## src/rtl/melee_attack_ctl.sv

```systemverilog
`timescale 1ns/1ps
// melee_attack_ctl: turns a raw mouse-button level into one frame-paced weapon
// swing (out, then back) followed by a cooldown window, and drives the
// weapon drawer's enable, horizontal offset and latched facing.
module melee_attack_ctl #(
    parameter int unsigned SWING_STEP      = 4,
    parameter int unsigned SWING_MAX       = 24,
    parameter int unsigned COOLDOWN_FRAMES = 10
) (
    input  logic        clk,
    input  logic        rst,
    input  logic        vsync_in,
    input  logic        mouse_left,
    input  logic        flip_in,
    output logic        attack_active,
    output logic [11:0] anim_x_offset,
    output logic        flip_hor_melee,
    output logic        hit_pulse,
    output logic        busy
);

    localparam int unsigned OFF_W = 12;
    localparam int unsigned SUM_W = OFF_W + 1;
    localparam int unsigned CNT_W = (COOLDOWN_FRAMES > 0) ? $clog2(COOLDOWN_FRAMES + 1) : 1;

    typedef enum logic [1:0] {
        IDLE       = 2'd0,
        SWING_OUT  = 2'd1,
        SWING_BACK = 2'd2,
        COOLDOWN   = 2'd3
    } state_t;

    state_t             state_q, state_d;
    logic [OFF_W-1:0]   offset_q, offset_d;
    logic [CNT_W-1:0]   cnt_q, cnt_d;
    logic               attack_q, attack_d;
    logic               flip_q, flip_d;
    logic               hit_q, hit_d;
    logic               busy_q, busy_d;
    logic               vsync_q;
    logic               mouse_q;

    logic               tick;
    logic               press;
    logic [SUM_W-1:0]   sum_out;

    // Rising-edge strobes: frame tick and button press, no added latency.
    always_comb begin
        tick    = vsync_in & ~vsync_q;
        press   = mouse_left & ~mouse_q;
        sum_out = {1'b0, offset_q} + SUM_W'(SWING_STEP);
    end

    // State and output registers with synchronous reset.
    always_ff @(posedge clk) begin
        if (rst) begin
            state_q  <= IDLE;
            offset_q <= '0;
            cnt_q    <= '0;
            attack_q <= 1'b0;
            flip_q   <= 1'b0;
            hit_q    <= 1'b0;
            busy_q   <= 1'b0;
            vsync_q  <= 1'b0;
            mouse_q  <= 1'b0;
        end else begin
            state_q  <= state_d;
            offset_q <= offset_d;
            cnt_q    <= cnt_d;
            attack_q <= attack_d;
            flip_q   <= flip_d;
            hit_q    <= hit_d;
            busy_q   <= busy_d;
            vsync_q  <= vsync_in;
            mouse_q  <= mouse_left;
        end
    end

    // Next-state and next-output logic; everything holds between frame ticks.
    always_comb begin
        state_d  = state_q;
        offset_d = offset_q;
        cnt_d    = cnt_q;
        attack_d = attack_q;
        flip_d   = flip_q;
        hit_d    = 1'b0;
        busy_d   = busy_q;

        case (state_q)
            IDLE: begin
                // A frame tick coinciding with the press is deliberately ignored.
                if (press) begin
                    state_d  = SWING_OUT;
                    attack_d = 1'b1;
                    busy_d   = 1'b1;
                    offset_d = '0;
                    flip_d   = flip_in;
                end
            end
            SWING_OUT: begin
                if (tick) begin
                    if (sum_out >= SUM_W'(SWING_MAX)) begin
                        offset_d = OFF_W'(SWING_MAX);
                        state_d  = SWING_BACK;
                        hit_d    = 1'b1;
                    end else begin
                        offset_d = sum_out[OFF_W-1:0];
                    end
                end
            end
            SWING_BACK: begin
                if (tick) begin
                    if (offset_q <= OFF_W'(SWING_STEP)) begin
                        offset_d = '0;
                        attack_d = 1'b0;
                        cnt_d    = CNT_W'(COOLDOWN_FRAMES);
                        if (COOLDOWN_FRAMES == 0) begin
                            state_d = IDLE;
                            busy_d  = 1'b0;
                        end else begin
                            state_d = COOLDOWN;
                        end
                    end else begin
                        offset_d = offset_q - OFF_W'(SWING_STEP);
                    end
                end
            end
            COOLDOWN: begin
                // Presses here, including on the exit cycle, are dropped.
                if (tick) begin
                    cnt_d = cnt_q - CNT_W'(1);
                    if (cnt_q == CNT_W'(1)) begin
                        state_d = IDLE;
                        busy_d  = 1'b0;
                    end
                end
            end
            default: begin
                state_d = IDLE;
            end
        endcase
    end

    // Outputs come straight from registers.
    always_comb begin
        attack_active  = attack_q;
        anim_x_offset  = offset_q;
        flip_hor_melee = flip_q;
        hit_pulse      = hit_q;
        busy           = busy_q;
    end

endmodule

```

## config.mk

```make
export PLATFORM = sky130hd
export DESIGN_NAME = melee_attack_ctl
export DESIGN_NICKNAME = d
export VERILOG_FILES = /design/src/rtl/melee_attack_ctl.sv
export SDC_FILE = /design/constraint.sdc
export NUM_CORES = 1
export LEC_CHECK = 0
export CELL_PAD_IN_SITES_DETAIL_PLACEMENT = 2
export CELL_PAD_IN_SITES_GLOBAL_PLACEMENT = 2
export CORE_ASPECT_RATIO = 0.7
export CORE_MARGIN = 2
export CORE_UTILIZATION = 34
export DETAILED_ROUTE_END_ITERATION = 6
export PLACE_DENSITY_LB_ADDON = 0.05
export SLEW_MARGIN = 20
export SYNTH_ARGS = -nofsm -noshare
export SYNTH_HDL_FRONTEND = slang
export SYNTH_SLANG_ARGS = --single-unit
```

## constraint.sdc

```tcl
create_clock -name clk -period 6.6 [get_ports clk]
set_input_delay 1.65 -clock clk [delete_from_list [all_inputs] [get_ports clk]]
set_output_delay 1.65 -clock clk [all_outputs]
set_load 0.03 [all_outputs]
```

==> out/results.ini, run 1 <==
[clocking]
ctsResizeCount = 0
numClockSinks = 22
cts_max_level = 1
ctsLongestPathBuffers = 2
clockRootBuffer = clkbuf_8
cts_setup_buffers = 0
clk_latency_ns = 0.27
cts_buffers = 3
cts_tree = yes
clk_pin_slew_worst_paths_ns = 0.09
cts_hold_buf = 0

[global_routing]
overflow = 0
antenna_found_initial = 0
first_global_vias = 1407
grt_use_total_pct = 19.4
grt_max_degree = 25
grt_pass1_wl_um = 7480

[detailed_routing]
via_per_inst = 5.70
routed_wl_um = 4480
ant_nets = 0
drtIter0Drc = 42
dr.pass1.iters = 4
wl_per_cell_um = 18.4
routed-via-count = 1386
drc = 0

[logic_synthesis]
seq_area_frac_synth_pct = 29.8
synth.distinct_cells = 51
netlist_top_cells_count = dfxtp_1 (22), nor2_1 (16), a21oi_1 (13), nand2_1 (13), ha_1 (10)
synth_area_per_cell_um2 = 8.32
synth.largest_area_cell = dfxtp_1
netlist_area_um2 = 1480
synth_warnings = 0
ys_ff_latch = 22
synth.area.top_cells = dfxtp_1 (30%), ha_1 (8.5%), a21oi_1 (4.4%)
synth_top_area_share_pct = 29.8
synth_most_common_cell = dfxtp_1
async_reset_ff_share_pct = 0
synthFlopType = dfxtp_1
synth_edf_count = 0
syn_inst = 178

[floorplan]
core-area_um2 = 4250
design.die.area_um2 = 4910
die_h_um = 59.2
start_util_pct = 34.8
num_io_pins = 21
die_w_um = 82.9
rows = 20

[layout]
fillerInstances = 502
nNetsFinal = 204
syn2layout_area_growth_pct = 16.5
n_antenna_cell = 0
finalInstanceArea_um2 = 1720
drive_gt1_share_pct = 5.85

[flow_run]
max_cap_violations = 0

[placed_design]
dp_hpwl_um = 3340
gp_congestion = 0.775
place_area_um2 = 1650
io_buffers = 18

[timing]
tightest_slew_ns = 0.938
skew_ns = 0.00662
rsz0062_at_grt = false
drv_slew = 0
tns_ns = 0
finalHoldViolCount = 0
fmax_ghz = 0.281
finalCritPeriodShare_pct = 53.9
slew-limit-headroom_pct = 37.3
period_needed_ns = 3.56
finalSetupViolations = 0

[power]
power.total_mw = 0.477
power_density_nw_per_um2 = 277
p_leak_nw = 0.625
peakVddDrop_v = 0.000102

[status]
status = finished, final reports clean

[critical_path]
arrival_ns = 3.73
crit_type = in2reg
path_cells = clkdlybuf4s50_1, nand2b_1, a221o_1, nor3_4, a31oi_1, a311oi_1
worst_setup_path_end_kind = flop
critPathRequiredTime_ns = 6.77
crit_slowest_cell = clkdlybuf4s50_1
max_stage_delay_ns = 0.49
critPathMaxFanout = 12
cp-start-kind = input port

[worst_hold_path]
min_path_type = reg2reg

## per-stage QoR
stage / hold slack [ns] / setup slack (ns) / instances / utilization (%)
after floorplan: 0.463 / 3.57 / 179 / -
after detailed placement: 0.486 / 2.73 / 239 / 38.9
final: 0.504 / 3.04 / 243 / 40.5
after CTS: 0.508 / 3.03 / 243 / 40.5
after global routing: 0.533 / 2.88 / 243 / 40.5
after global placement: 0.473 / 2.88 / 239 / 38.9
## metal layers
| metal | GRT usage, % | vias up | share of wire [%] |
|---|---|---|---|
| met1 | 28.5 | 698 | 54 |
| met5 | 0 | - | 0 |
| met4 | 3.51 | 0 | 0.36 |
| li1 | - | 667 | - |
| met2 | 30.1 | 19 | 42 |
| met3 | 3.76 | 2 | 3.0 |
## critical path: cells and delay by family
family                 cells  cell delay (ns)
buffers and inverters      1             0.49
AOI/OAI and AO/OA          3             0.92
and+or+nand+nor            2             0.67
## where the power goes
part           internal, mW  switching [mW]
clock network        0.0812          0.0508
logic                0.0658           0.120
registers             0.146          0.0139
total                 0.293           0.184
## final timing paths
check                              startpoint          endpoint  slack (ns)  depth (start not counted)
worst max-delay path                 vsync_in  anim_x_offset[6]        3.04                          6
worst max register to register     state_q[0]  anim_x_offset[6]        4.02                          7
worst min register to register  attack_active     attack_active        0.50                          2
worst min-delay path            attack_active     attack_active        0.50                          2
## kinds of logic (layout without fill, tap and decap cells)
kind of cell	count (synthesis)	count (layout)	synth area share (%)
adders and majority gates	10	10	8.45
muxes	3	3	2.03
buffers and inverters	20	29	7.18
AOI/OAI and AO/OA	44	44	21.7
xor gates and xnor gates	2	2	1.18
other	1	2	0.253
DFF	22	22	29.8
and+or+nand+nor	76	76	29.4
## area by class of cell
type                            instances  area (um^2)  share of cell area [%]
Multi-Input combinational cell        137          937                    54.4
Sequential cell                        22          440                    25.5
Timing Repair Buffer                   18          180                    10.4
Tap cell                               55         68.8                    3.99
Clock buffer                            3         41.3                    2.39
Clock inverter                          1         30.0                    1.74
Inverter                                7         26.3                    1.52
## state kept, by name (all words and copies together), names as in the netlist
| register | count |
|---|---|
| cnt_q | 4 |
| state_q | 2 |
| busy | 1 |
| attack_active | 1 |
| hit_pulse | 1 |
| anim_x_offset | 10 |
| flip_hor_melee | 1 |
| vsync_q | 1 |
| mouse_q | 1 |
## cells in the final DEF, fill, tap and decap left out, types with 4 or more instances in the layout
cell	Yosys	layout
nor4_1	5	5
nand4_1	5	5
o21ai_0	6	6
nand2b_1	9	9
nand3_1	4	4
nor2_1	16	16
a311oi_1	5	5
clkdlybuf4s50_1	0	18
dfxtp_1	22	22
nor3_1	4	4
inv_1	7	7
a21oi_1	13	13
nand2_1	13	13
ha_1	10	10
nor2b_1	4	4
(Power assumes the default switching activity.)
==> run 2: changes to the inputs <==
--- a/config.mk
+++ b/config.mk
@@ -9,7 +9,7 @@
 export CELL_PAD_IN_SITES_GLOBAL_PLACEMENT = 2
 export CORE_ASPECT_RATIO = 0.7
 export CORE_MARGIN = 2
-export CORE_UTILIZATION = 34
+export CORE_UTILIZATION = 32
 export DETAILED_ROUTE_END_ITERATION = 6
 export PLACE_DENSITY_LB_ADDON = 0.05
 export SLEW_MARGIN = 20
==> constraint.sdc (replaced) <==
create_clock -name clk -period 3.4 [get_ports clk]
set_input_delay 0.85 -clock clk [delete_from_list [all_inputs] [get_ports clk]]
set_output_delay 0.85 -clock clk [all_outputs]
set_load 0.03 [all_outputs]
==> out/results.ini, run 2 (same netlist as run 1, synthesis figures left out) <==
[timing]
fmax_ghz = 0.363
drv_slew = 0  ; unchanged
finalHoldViolCount = 0  ; unchanged
finalSetupViolations = 0  ; unchanged
finalCritPeriodShare_pct = 81.0
tns_ns = 0  ; unchanged
period_needed_ns = 2.75
slew-limit-headroom_pct = 36.8  ; -0.44 points
tightest_slew_ns = 0.945  ; +0.00656 ns
rsz0062_at_grt = false
setup_slack_ns = 0.646  ; -2.40 ns
skew_ns = 0.00481  ; -0.00182 ns

[power]
power_density_nw_per_um2 = 538  ; +95%
switchingPower_mw = 0.356  ; +93%
p_leak_nw = 0.630  ; +0.78%
p_sw_share_pct = 38.2  ; -0.45 points
p_seq_share_pct = 33.4  ; about the same
combinationalPowerShare_pct = 39.6  ; +0.7 points
p_int_mw = 0.576  ; +97%
clock_power_share_pct = 27.0  ; -0.7 points
power.total_mw = 0.932  ; +95%
peakVddDrop_v = 0.000291  ; +180%

[flow_run]
max_cap_violations = 0  ; unchanged

[layout]
drive_gt1_share_pct = 6.35  ; +0.50 points
syn2layout_area_growth_pct = 17.0
mostFrequentLayoutCells = dfxtp_1 (22), clkdlybuf4s50_1 (18), nor2_1 (16)
final_common_cell = dfxtp_1
largest_reg_flops = 10  ; unchanged
nNetsFinal = 205  ; +0.49%
n_antenna_cell = 0  ; unchanged

[placed_design]
dp_slack_ns = 0.350  ; -2.38 ns
gp_congestion = 0.732  ; -5.5%
dp_hpwl_um = 3370  ; +0.97%
io_buffers = 18  ; unchanged

[global_routing]
grt_pass1_wl_um = 7720  ; +3.2%
first_global_vias = 1475  ; +4.8%
overflow = 0  ; unchanged
antenna_found_initial = 0  ; unchanged
grt_use_total_pct = 19.3  ; -0.11 points
grt_max_degree = 25  ; unchanged

[critical_path]
crit_type = in2reg
arrival_ns = 2.92  ; -0.81 ns
r2r_slack_ns = 0.82  ; -3.20 ns
rr_worst_depth = 7  ; unchanged
rr_endpoint = anim_x_offset[6]
worst_setup_path_end_kind = flop
reg2reg_from = state_q[0]
worstSetupStartpoint = vsync_in
critPathMaxFanout = 12  ; unchanged
crit_end = anim_x_offset[6]
critPathRequiredTime_ns = 3.57  ; -3.20 ns
cp-start-kind = input port

[clocking]
numClockSinks = 22  ; unchanged
clk_latency_ns = 0.27  ; about the same
cts_hold_buf = 0  ; unchanged
ctsResizeCount = 0  ; unchanged
cts_setup_buffers = 0  ; unchanged
cts_buffers = 3  ; unchanged
clockRootBuffer = clkbuf_8
ctsLongestPathBuffers = 2  ; unchanged
clk_pin_slew_worst_paths_ns = 0.09  ; about the same
cts_max_level = 1  ; unchanged
cts_tree = yes

[detailed_routing]
routed-via-count = 1377  ; -0.65%
ant_nets = 0  ; unchanged
routed_wl_um = 4470  ; -0.31%
via_per_inst = 5.64  ; -1.1%
drtIter0Drc = 58  ; +38%
dr.pass1.iters = 4  ; unchanged
drc = 0  ; unchanged
wl_per_cell_um = 18.3  ; -0.72%

[floorplan]
num_io_pins = 21  ; unchanged
start_util_pct = 33.6  ; -1.2 points
core-area_um2 = 4400  ; +3.5%
design.die.area_um2 = 5190  ; +5.9%
die_h_um = 60.9  ; +2.9%
rows = 20  ; unchanged
die_w_um = 85.3  ; +2.9%

[worst_hold_path]
min_path_type = reg2reg

[status]
status = finished, final reports clean

run 2: cell types whose count changed in the layout (fill, tap and decap cells not counted), sizes merged:
cell,delta
buf,+1
run 2: per-stage QoR:
| step | instances | hold slack [ns] | util [%] | instance area, um^2 |
|---|---|---|---|---|
| after floorplan | 179 | 0.463 | - | 1480 |
| after global placement | 240 | 0.477 | 37.7 | 1660 |
| after detailed placement | 240 | 0.492 | 37.7 | 1660 |
| after CTS | 244 | 0.514 | 39.3 | 1730 |
| after global routing | 244 | 0.530 | 39.3 | 1730 |
| final | 244 | 0.507 | 39.3 | 1730 |
run 2: routing by layer:
metal / share of wire [%] / routed length (um) / vias to the layer above / track usage [%]
met5: 0 / 0 / - / 0
met1: 55 / 2460 / 681 / 27.8
met4: 0.56 / 25 / 0 / 3.40
met3: 3.0 / 136 / 4 / 3.81
li1: - / - / 670 / -
met2: 41 / 1840 / 22 / 30.7
run 2: critical path, stage by stage:
cell and delay, ns:
clkdlybuf4s50_1 0.49, nand2b_1 0.21, a221o_1 0.48, nor3_4 0.45, a31oi_1 0.16, a311oi_1 0.28
run 2: area by class of cell:
cell class | instances | area [um^2]
fill | 506 | 2670
multi-input combinational | 137 | 937
sequential | 22 | 440
timing repair buffer | 19 | 188
tap | 55 | 68.8
clock buffer | 3 | 41.3
clock inverter | 1 | 30.0
inverter | 7 | 26.3
run 2: worst min-delay path by stage:
stage                                to  cells after the start  slack (ns)          start
after floorplan                cnt_q[0]                      2        0.46       cnt_q[0]
after global placement    attack_active                      2        0.48  attack_active
after detailed placement           busy                      2        0.49           busy
after CTS                      cnt_q[0]                      2        0.51       cnt_q[0]
after global routing               busy                      2        0.53           busy
final                              busy                      2        0.51           busy
run 2: power by group through the flow:
stage          Clock (mW)  Combinational [mW]  Sequential, mW
3_3_place_gp            0               0.351           0.313
6_report            0.252               0.370           0.311
2_1_floorplan           0               0.251           0.324
4_1_cts             0.263               0.372           0.312
3_5_place_dp            0               0.368           0.317
5_1_grt             0.274               0.411           0.318
